==> src/rtl/alu_operand_issue.sv <==
// Registered operand-issue stage ahead of the ALU: forwarding mux, load-use bubble, flush.
// Optional performance counters are enabled by defining ALU_ISSUE_PERF_EN.
module alu_operand_issue #(
    parameter int XLEN   = 32,
    parameter int REG_AW = 5
) (
    input  logic              i_clk,
    input  logic              i_rst,
    input  logic              i_valid,
    output logic              o_ready,
    input  logic [REG_AW-1:0] i_rs1_addr,
    input  logic [REG_AW-1:0] i_rs2_addr,
    input  logic [XLEN-1:0]   i_rs1_data,
    input  logic [XLEN-1:0]   i_rs2_data,
    input  logic [XLEN-1:0]   i_pc,
    input  logic [XLEN-1:0]   i_imm,
    input  logic              i_alusrc_a,
    input  logic              i_alusrc_b,
    input  logic [2:0]        i_alucontrol,
    input  logic [REG_AW-1:0] i_rd_addr,
    input  logic              i_regwrite,
    input  logic              i_memread,
    input  logic [REG_AW-1:0] i_exmem_rd,
    input  logic              i_exmem_regwrite,
    input  logic [XLEN-1:0]   i_exmem_result,
    input  logic [REG_AW-1:0] i_memwb_rd,
    input  logic              i_memwb_regwrite,
    input  logic [XLEN-1:0]   i_memwb_result,
    input  logic              i_flush,
    output logic              o_valid,
    input  logic              i_ready,
    output logic [XLEN-1:0]   o_a,
    output logic [XLEN-1:0]   o_b,
    output logic [2:0]        o_alucontrol,
    output logic [XLEN-1:0]   o_rs2_fwd,
    output logic [REG_AW-1:0] o_rd_addr,
    output logic              o_regwrite,
`ifdef ALU_ISSUE_PERF_EN
    output logic [31:0]       o_stall_cycles,
    output logic [31:0]       o_fwd_hits,
`endif
    output logic              o_memread
);

    logic              valid_reg, valid_next;
    logic              stall_cnt_reg, stall_cnt_next;
    logic [XLEN-1:0]   a_reg, b_reg, rs2_fwd_reg;
    logic [2:0]        alucontrol_reg;
    logic [REG_AW-1:0] rd_reg;
    logic              regwrite_reg, memread_reg;

    logic              haz_now, stall, accept, fire;

    logic [REG_AW-1:0] src_addr [2];
    logic [XLEN-1:0]   src_data [2];
    logic [XLEN-1:0]   fwd_val  [2];

    assign src_addr[0] = i_rs1_addr;
    assign src_addr[1] = i_rs2_addr;
    assign src_data[0] = i_rs1_data;
    assign src_data[1] = i_rs2_data;

`ifdef ALU_ISSUE_PERF_EN
    logic [1:0] fwd_hit;
`endif

    // x0 always reads zero; EX/MEM is the younger result so it wins over MEM/WB.
    genvar gi;
    generate
        for (gi = 0; gi < 2; gi++) begin : g_fwd
            logic hit_exmem, hit_memwb;
            assign hit_exmem = i_exmem_regwrite && (i_exmem_rd == src_addr[gi]);
            assign hit_memwb = i_memwb_regwrite && (i_memwb_rd == src_addr[gi]);
            assign fwd_val[gi] = (src_addr[gi] == '0) ? '0 :
                                 hit_exmem           ? i_exmem_result :
                                 hit_memwb           ? i_memwb_result :
                                                       src_data[gi];
`ifdef ALU_ISSUE_PERF_EN
            assign fwd_hit[gi] = (src_addr[gi] != '0) && (hit_exmem || hit_memwb);
`endif
        end
    endgenerate

    assign haz_now = valid_reg && memread_reg && (rd_reg != '0) && i_valid &&
                     ((rd_reg == i_rs1_addr) || (rd_reg == i_rs2_addr));
    assign stall   = haz_now || stall_cnt_reg;
    assign o_ready = (!valid_reg || i_ready) && !stall && !i_flush;
    assign accept  = i_valid && o_ready;
    assign fire    = valid_reg && i_ready;

    always_comb begin
        valid_next     = valid_reg;
        stall_cnt_next = stall_cnt_reg;
        if (i_flush) begin
            valid_next     = 1'b0;
            stall_cnt_next = 1'b0;
        end else begin
            if (accept)
                valid_next = 1'b1;
            else if (fire)
                valid_next = 1'b0;
            // The bubble is counted from the cycle the load actually leaves.
            if (haz_now && fire)
                stall_cnt_next = 1'b1;
            else if (stall_cnt_reg)
                stall_cnt_next = stall_cnt_reg - 1'b1;
        end
    end

    always_ff @(posedge i_clk or posedge i_rst) begin
        if (i_rst) begin
            valid_reg      <= 1'b0;
            stall_cnt_reg  <= 1'b0;
            a_reg          <= '0;
            b_reg          <= '0;
            rs2_fwd_reg    <= '0;
            alucontrol_reg <= 3'b000;
            rd_reg         <= '0;
            regwrite_reg   <= 1'b0;
            memread_reg    <= 1'b0;
        end else begin
            valid_reg     <= valid_next;
            stall_cnt_reg <= stall_cnt_next;
            if (accept) begin
                a_reg          <= i_alusrc_a ? i_pc  : fwd_val[0];
                b_reg          <= i_alusrc_b ? i_imm : fwd_val[1];
                rs2_fwd_reg    <= fwd_val[1];
                alucontrol_reg <= i_alucontrol;
                rd_reg         <= i_rd_addr;
                regwrite_reg   <= i_regwrite;
                memread_reg    <= i_memread;
            end
        end
    end

`ifdef ALU_ISSUE_PERF_EN
    logic [31:0] stall_cycles_reg, fwd_hits_reg;

    always_ff @(posedge i_clk or posedge i_rst) begin
        if (i_rst) begin
            stall_cycles_reg <= '0;
            fwd_hits_reg     <= '0;
        end else begin
            if (i_valid && stall)
                stall_cycles_reg <= stall_cycles_reg + 32'd1;
            if (accept && (|fwd_hit))
                fwd_hits_reg <= fwd_hits_reg + 32'd1;
        end
    end

    assign o_stall_cycles = stall_cycles_reg;
    assign o_fwd_hits     = fwd_hits_reg;
`endif

    assign o_valid      = valid_reg;
    assign o_a          = a_reg;
    assign o_b          = b_reg;
    assign o_rs2_fwd    = rs2_fwd_reg;
    assign o_alucontrol = alucontrol_reg;
    assign o_rd_addr    = rd_reg;
    assign o_regwrite   = regwrite_reg;
    assign o_memread    = memread_reg;

endmodule

==> config.mk <==
export PLATFORM = sky130hd
export DESIGN_NAME = alu_operand_issue
export DESIGN_NICKNAME = d
export VERILOG_FILES = /design/src/rtl/alu_operand_issue.sv
export SDC_FILE = /design/constraint.sdc
export NUM_CORES = 1
export LEC_CHECK = 0
export ABC_AREA = 1
export CAP_MARGIN = 20
export CELL_PAD_IN_SITES_DETAIL_PLACEMENT = 1
export CELL_PAD_IN_SITES_GLOBAL_PLACEMENT = 1
export CORE_AREA = 2 2 144 174
export CTS_CLUSTER_SIZE = 28
export DETAILED_ROUTE_END_ITERATION = 12
export DIE_AREA = 0 0 146 176
export PLACE_DENSITY = 0.95
export SLEW_MARGIN = 25
export SYNTH_ARGS = -nofsm -noshare
export SYNTH_HDL_FRONTEND = slang
export SYNTH_SLANG_ARGS = --single-unit
==> constraint.sdc <==
create_clock -name i_clk -period 5.3 [get_ports i_clk]
set_clock_uncertainty 0.05 [all_clocks]
set_input_delay 0.795 -clock i_clk [delete_from_list [all_inputs] [get_ports i_clk]]
set_output_delay 0.795 -clock i_clk [all_outputs]
set_load 0.02 [all_outputs]
==> impl_metrics.json, run 1 <==
{
  "outcome": "completed",
  "synth.largest_area_cell": "dfrtp_1",
  "row_count": 62,
  "setup_viol": 0,
  "cts_sinks": 108,
  "final_area_sq_mm": 0.01091,
  "critPathMaxFanout": 6,
  "port_buffers": 338,
  "yosysSeqAreaShare_pct": 37.89,
  "tns_ps": 0,
  "grt_util_all_layers_pct": 26.12,
  "route.detailed.drc": 0,
  "fp.dieW_um": 146,
  "finalWorstSetupSlack_ps": 1736,
  "power_density_mw_per_mm2": 262.9,
  "synth_cells": 1148,
  "grt_pass1_wl_um": 52210,
  "detail_route.iter0.violations": 565,
  "first_global_vias": 9377,
  "ios": 339,
  "cts.htree.levels": 3,
  "cts-root-buf": "clkbuf_16",
  "crit_path_end_kind": "output pin",
  "post-dp-hpwl_um": 26500,
  "synth_flop_cell": "dfrtp_1",
  "switching_power_w": 0.001062,
  "synth-seq-cells": 108,
  "clk_latency_ps": 360,
  "p_comb_share_pct": 39.0,
  "grt_max_degree": 93,
  "cp.required_ps": 4450,
  "initial_core_util_pct": 29.85,
  "synth_edf_count": 0,
  "power.internal_w": 0.001807,
  "max-slew-margin-rel_pct": 37.95,
  "area.growth.synth_to_final_pct": 53.00,
  "cts_resized": 0,
  "fillers": 3145,
  "p_seq_share_pct": 36.9,
  "clock_power_share_pct": 24.2,
  "post-route-period-util_pct": 67.24,
  "max_cap_violations": 0,
  "die_h_um": 176,
  "arrival_ps": 2720,
  "core_area_sq_mm": 0.02389,
  "crit_top_cell": "nand2_1",
  "synth_common_cells": "nand2_1, nor2_1, dfrtp_1",
  "fmax_mhz": 280.6,
  "dr.pass1.iters": 5,
  "synth_area_leaders": "dfrtp_1, nand2_1, nor2_1",
  "drive_gt1_share_pct": 3.331,
  "grt-ovfl-total": 0,
  "postRouteAntennaNets": 0,
  "cts_tree": "yes",
  "hp-class": "reg2reg",
  "cts_setup_buffers": 0,
  "routed_via_density": 4.945,
  "stdcell_count": 1768,
  "hold_viol": 0,
  "path_class": "in2out",
  "worstPathCellList": "clkdlybuf4s50_1 > nand2_1 > clkinv_1 > nor2_1 > nor2_1 > nand3_1 > nand2_1 > nand2_2 > nand2_1 > inv_1 > clkdlybuf4s50_1",
  "nets": 1668,
  "syn-cell-area_sq_mm": 0.007132,
  "numCtsBuffers": 9,
  "postSynthAreaPerCell_sq_um": 6.212,
  "syn_nets": 1379,
  "vias": 8743,
  "synthArstFlopShare_pct": 100.0,
  "yosysMostFrequentCell": "nand2_1",
  "routabilityCongestion": 0.9318,
  "p_leak_nw": 5.346,
  "crit_slowest_cell": "clkdlybuf4s50_1",
  "rsz0062_at_grt": "false",
  "placed_area_sq_mm": 0.01060,
  "avgRoutedWirePerCell_um": 19.27,
  "wirelength_um": 34070,
  "ys_warn_count": 0,
  "antenna_found_initial": 7,
  "fin_crit_ps": 3564,
  "synth_cell_types": 29,
  "clock_tree.buffer_depth": 2,
  "ir_drop_mv": 0.1345,
  "place_inst": 1746,
  "post-place-ws_ps": 1478,
  "clkTransAtPathRegs_ps": 80,
  "cts_hold_buf": 0,
  "tightest_slew_ps": 930.8,
  "drv_slew": 0,
  "critPathMaxStageDelay_ps": 610,
  "die_area_sq_mm": 0.02570,
  "sw_frac_of_total_pct": 37.02,
  "worstSetupStartpointType": "primary input",
  "synth_top_area_share_pct": 37.89
}
==> path summary, 6_finish.rpt <==
check                                to          start  slack (ps)  cells after the start
worst min-delay path            o_a[29]        o_a[29]         430                      2
max in group asynchronous       o_a[24]          i_rst        3340                      3
min in group asynchronous       o_b[23]          i_rst         870                      2
worst max-delay path            o_ready  i_rs2_addr[0]        1740                     11
worst min register to register  o_a[29]        o_a[29]         430                      2
worst max register to register  o_b[11]   o_rd_addr[0]        2640                     12
==> cell type report <==
| class | instances | area, sq um | share of cell area [%] |
|---|---|---|---|
| multi-input combinational | 937 | 3909 | 35.82 |
| timing repair buffer | 350 | 3473 | 31.83 |
| tap | 320 | 400.4 | 3.669 |
| antenna | 7 | 17.52 | 0.1605 |
| clock buffer | 9 | 225.2 | 2.064 |
| inverter | 31 | 122.6 | 1.124 |
| clock inverter | 6 | 61.31 | 0.5619 |
| sequential | 108 | 2703 | 24.77 |
==> through the flow <==
step | util [%] | total power, W | hold slack (ps)
6_report | 45.67 | 0.002869 | 431.2
5_1_grt | 45.67 | 0.003014 | 460.4
4_1_cts | 45.55 | 0.002890 | 435.6
3_5_place_dp | 44.35 | 0.002192 | 415.0
3_3_place_gp | 44.35 | 0.002164 | 411.7
2_1_floorplan | - | 0.001566 | 535.1
==> cells in the final DEF (no fill, tap or decap), drive strengths merged, types with 2 or more instances in the layout <==
cell and instances:
nand2 532, clkdlybuf4s50 338, nor2 212, dfrtp 108, nand3 104, o21ai 45, nand4 34, inv 31
buf 12, clkbuf 9, diode 7, clkinv 5, nor3 3, xnor2 2
==> kinds of logic after synthesis <==
kind of cell           count (synthesis)  share of synthesized area (%)
AND/OR/NAND/NOR                      886                          50.49
flip-flops                           108                          37.89
buffers and inverters                103                          7.737
AO/OA/AOI/OAI                         48                          3.509
XOR/XNOR                               3                         0.3685
==> critical path, delay by kind of cell <==
| family | cells | cell delay (ps) |
|---|---|---|
| buffers and inverters | 4 | 1310 |
| AND/OR/NAND/NOR | 7 | 610 |
==> power groups by stage <==
stage / clock [W] / sequential (W) / combinational [W]
6_report: 0.000693 / 0.00106 / 0.00112
5_1_grt: 0.000734 / 0.00107 / 0.00121
4_1_cts: 0.000708 / 0.00106 / 0.00112
3_5_place_dp: 0 / 0.00107 / 0.00112
3_3_place_gp: 0 / 0.00107 / 0.00110
2_1_floorplan: 0 / 0.00123 / 0.000338
==> layer usage <==
layer	global-route usage, %	share of wire [%]
met4	14.97	6.0
met3	3.540	5.5
met1	32.78	42
met2	43.34	47
met5	0	0
No activity file was read; power rests on OpenSTA's default activity.
==> run 2: changes to the inputs <==
Settings changed: CORE_AREA 2 2 144 174 to 2 2 152 184, DIE_AREA 0 0 146 176 to 0 0 154 186, PLACE_DENSITY 0.95 to 0.88.
Clock period 5.3 ns to 3.4 ns, I/O delays scaled along.
==> run 2 against run 1 <==
  * Via count rose by 0.57%
  * Die area rose by 11%
  * Final area rose by 2.0%
  * Clock power rose by 63%
  * Worst setup slack got worse by 1400 ps
  * Largest cell class unchanged
  * Largest power group unchanged
==> impl_metrics.json, run 2 (synthesis results as in run 1) <==
{
  "outcome": "completed",
  "hp-class": "reg2reg",
  "cts_hold_buf": 0,
  "regToRegSetupSlack_ps": 1250,
  "place_inst": 1779,
  "dr.pass1.iters": 5,
  "cp.required_ps": 2840,
  "post-route-period-util_pct": 90.37,
  "first_global_vias": 9028,
  "grt_max_degree": 96,
  "fmax_mhz": 325.5,
  "arrival_ps": 2510,
  "path_class": "in2out",
  "p_seq_share_pct": 36.3,
  "routabilityCongestion": 0.9109,
  "antenna_found_initial": 9,
  "detail_route.iter0.violations": 477,
  "cts-root-buf": "clkbuf_16",
  "r2r-start": "o_rd_addr[3]",
  "rr_worst_depth": 12,
  "grtUsageMet1_pct": 29.14,
  "fp.dieW_um": 154,
  "final_cell_mix": "nand2_1, clkdlybuf4s50_1, nor2_1, dfrtp_1, nand3_1",
  "globalRoute.busiestLayer": "met2",
  "max_cap_violations": 0,
  "power.internal_w": 0.002864,
  "post-dp-hpwl_um": 26690,
  "max-slew-margin-rel_pct": 36.54,
  "nets": 1681,
  "cts_tree": "yes",
  "clkTransAtPathRegs_ps": 80,
  "rsz0062_at_grt": "false",
  "vias": 8793,
  "cts_setup_buffers": 0,
  "cts_sinks": 108,
  "numCtsBuffers": 9,
  "power_density_mw_per_mm2": 408.5,
  "setup_viol": 0,
  "clk_latency_ps": 370,
  "ios": 339,
  "ir_drop_mv": 0.2031,
  "die_h_um": 186,
  "clock_tree.buffer_depth": 2,
  "routed_via_density": 4.877,
  "area.growth.synth_to_final_pct": 56.02,
  "sw_frac_of_total_pct": 36.99,
  "port_buffers": 338,
  "grt_util_all_layers_pct": 23.77,
  "crit_path_end_kind": "output pin",
  "initial_core_util_pct": 26.57,
  "grt_pass1_wl_um": 52240,
  "final_common_cell": "nand2_1",
  "tns_ps": 0,
  "fin_crit_ps": 3073,
  "worstSetupStartpointType": "primary input",
  "die_area_sq_mm": 0.02864,
  "switching_power_w": 0.001681,
  "globalRouteMet3Util_pct": 3.446,
  "hold_viol": 0,
  "p_comb_share_pct": 38.9,
  "core_area_sq_mm": 0.02684,
  "clock_power_share_pct": 24.8,
  "grt-ovfl-total": 0,
  "wirelength_um": 34740,
  "cts_resized": 0,
  "row_count": 66,
  "fin_util_pct": 41.46,
  "stdcell_count": 1803,
  "crit_start": "i_rs2_addr[0]",
  "drv_slew": 0,
  "cts.htree.levels": 3,
  "tightest_slew_ps": 951.9,
  "postRouteAntennaNets": 0,
  "crit_end": "o_ready",
  "drive_gt1_share_pct": 4.330,
  "critPathMaxFanout": 6,
  "route.detailed.drc": 0,
  "r2r-end": "o_b[2]",
  "avgRoutedWirePerCell_um": 19.27,
  "p_leak_nw": 5.451,
  "grt_use_met2_pct": 41.47
}
## run 2: cell count changes in the layout (fill, tap and decap cells not counted), sizes merged
| cell | previous run | this run |
|---|---|---|
| buf | 12 | 25 |
| clkbuf | 9 | 10 |
| clkinv | 5 | 3 |
| diode | 7 | 8 |
| inv | 31 | 33 |
## run 2: critical path: stages
cell             delay, ps
clkdlybuf4s50_1        550
nand2_1                130
clkinv_1                60
nor2_1                  90
nor2_1                  50
nand3_1                 70
nand2_1                170
nand2_2                150
nand2_1                 70
inv_1                   70
clkdlybuf4s50_1        590
## run 2: how the worst min path moves through the flow
stage / from / to / slack (ps) / depth (start not counted)
after floorplan: i_flush / stall_cnt_reg / 530 / 1
after global placement: o_b[15] / o_b[15] / 410 / 2
final: o_a[30] / o_a[30] / 430 / 2
after global routing: o_b[11] / o_b[11] / 460 / 2
after CTS: o_a[4] / o_a[4] / 440 / 2
after detailed placement: o_a[4] / o_a[4] / 410 / 2
## run 2: final cells by class
class	instances	area [sq um]
Sequential cell	108	2703
Clock inverter	6	62.56
Antenna cell	8	20.02
Timing Repair Buffer	363	3646
Clock buffer	10	239.0
Inverter	31	120.1
Fill cell	3373	15710
Multi-Input combinational cell	937	3911
Tap cell	340	425.4
## run 2: through the flow
stage          total power (W)  hold slack [ps]  setup WS (ps)  instance area (sq um)
4_1_cts               0.004600            437.4          339.3                  11110
3_3_place_gp          0.003409            412.4          364.0                  10810
3_5_place_dp          0.003445            414.9          338.3                  10810
6_report              0.004545            434.1          327.3                  11130
5_1_grt               0.004795            458.4          174.2                  11130
2_1_floorplan         0.002441            532.5           1539                   7136
## run 2: routing by layer
layer / vias to the layer above / wire, um
met5: - / 13
met2: 298 / 17140
met3: 71 / 1720
met1: 4218 / 14550
met4: 2 / 1307
li1: 4204 / -
## run 2: power groups by stage
stage / Sequential, W / Combinational (W) / Clock, W
6_report: 0.00165 / 0.00177 / 0.00113
3_3_place_gp: 0.00167 / 0.00174 / 0
5_1_grt: 0.00167 / 0.00191 / 0.00121
4_1_cts: 0.00165 / 0.00178 / 0.00117
2_1_floorplan: 0.00191 / 0.000527 / 0
3_5_place_dp: 0.00167 / 0.00177 / 0
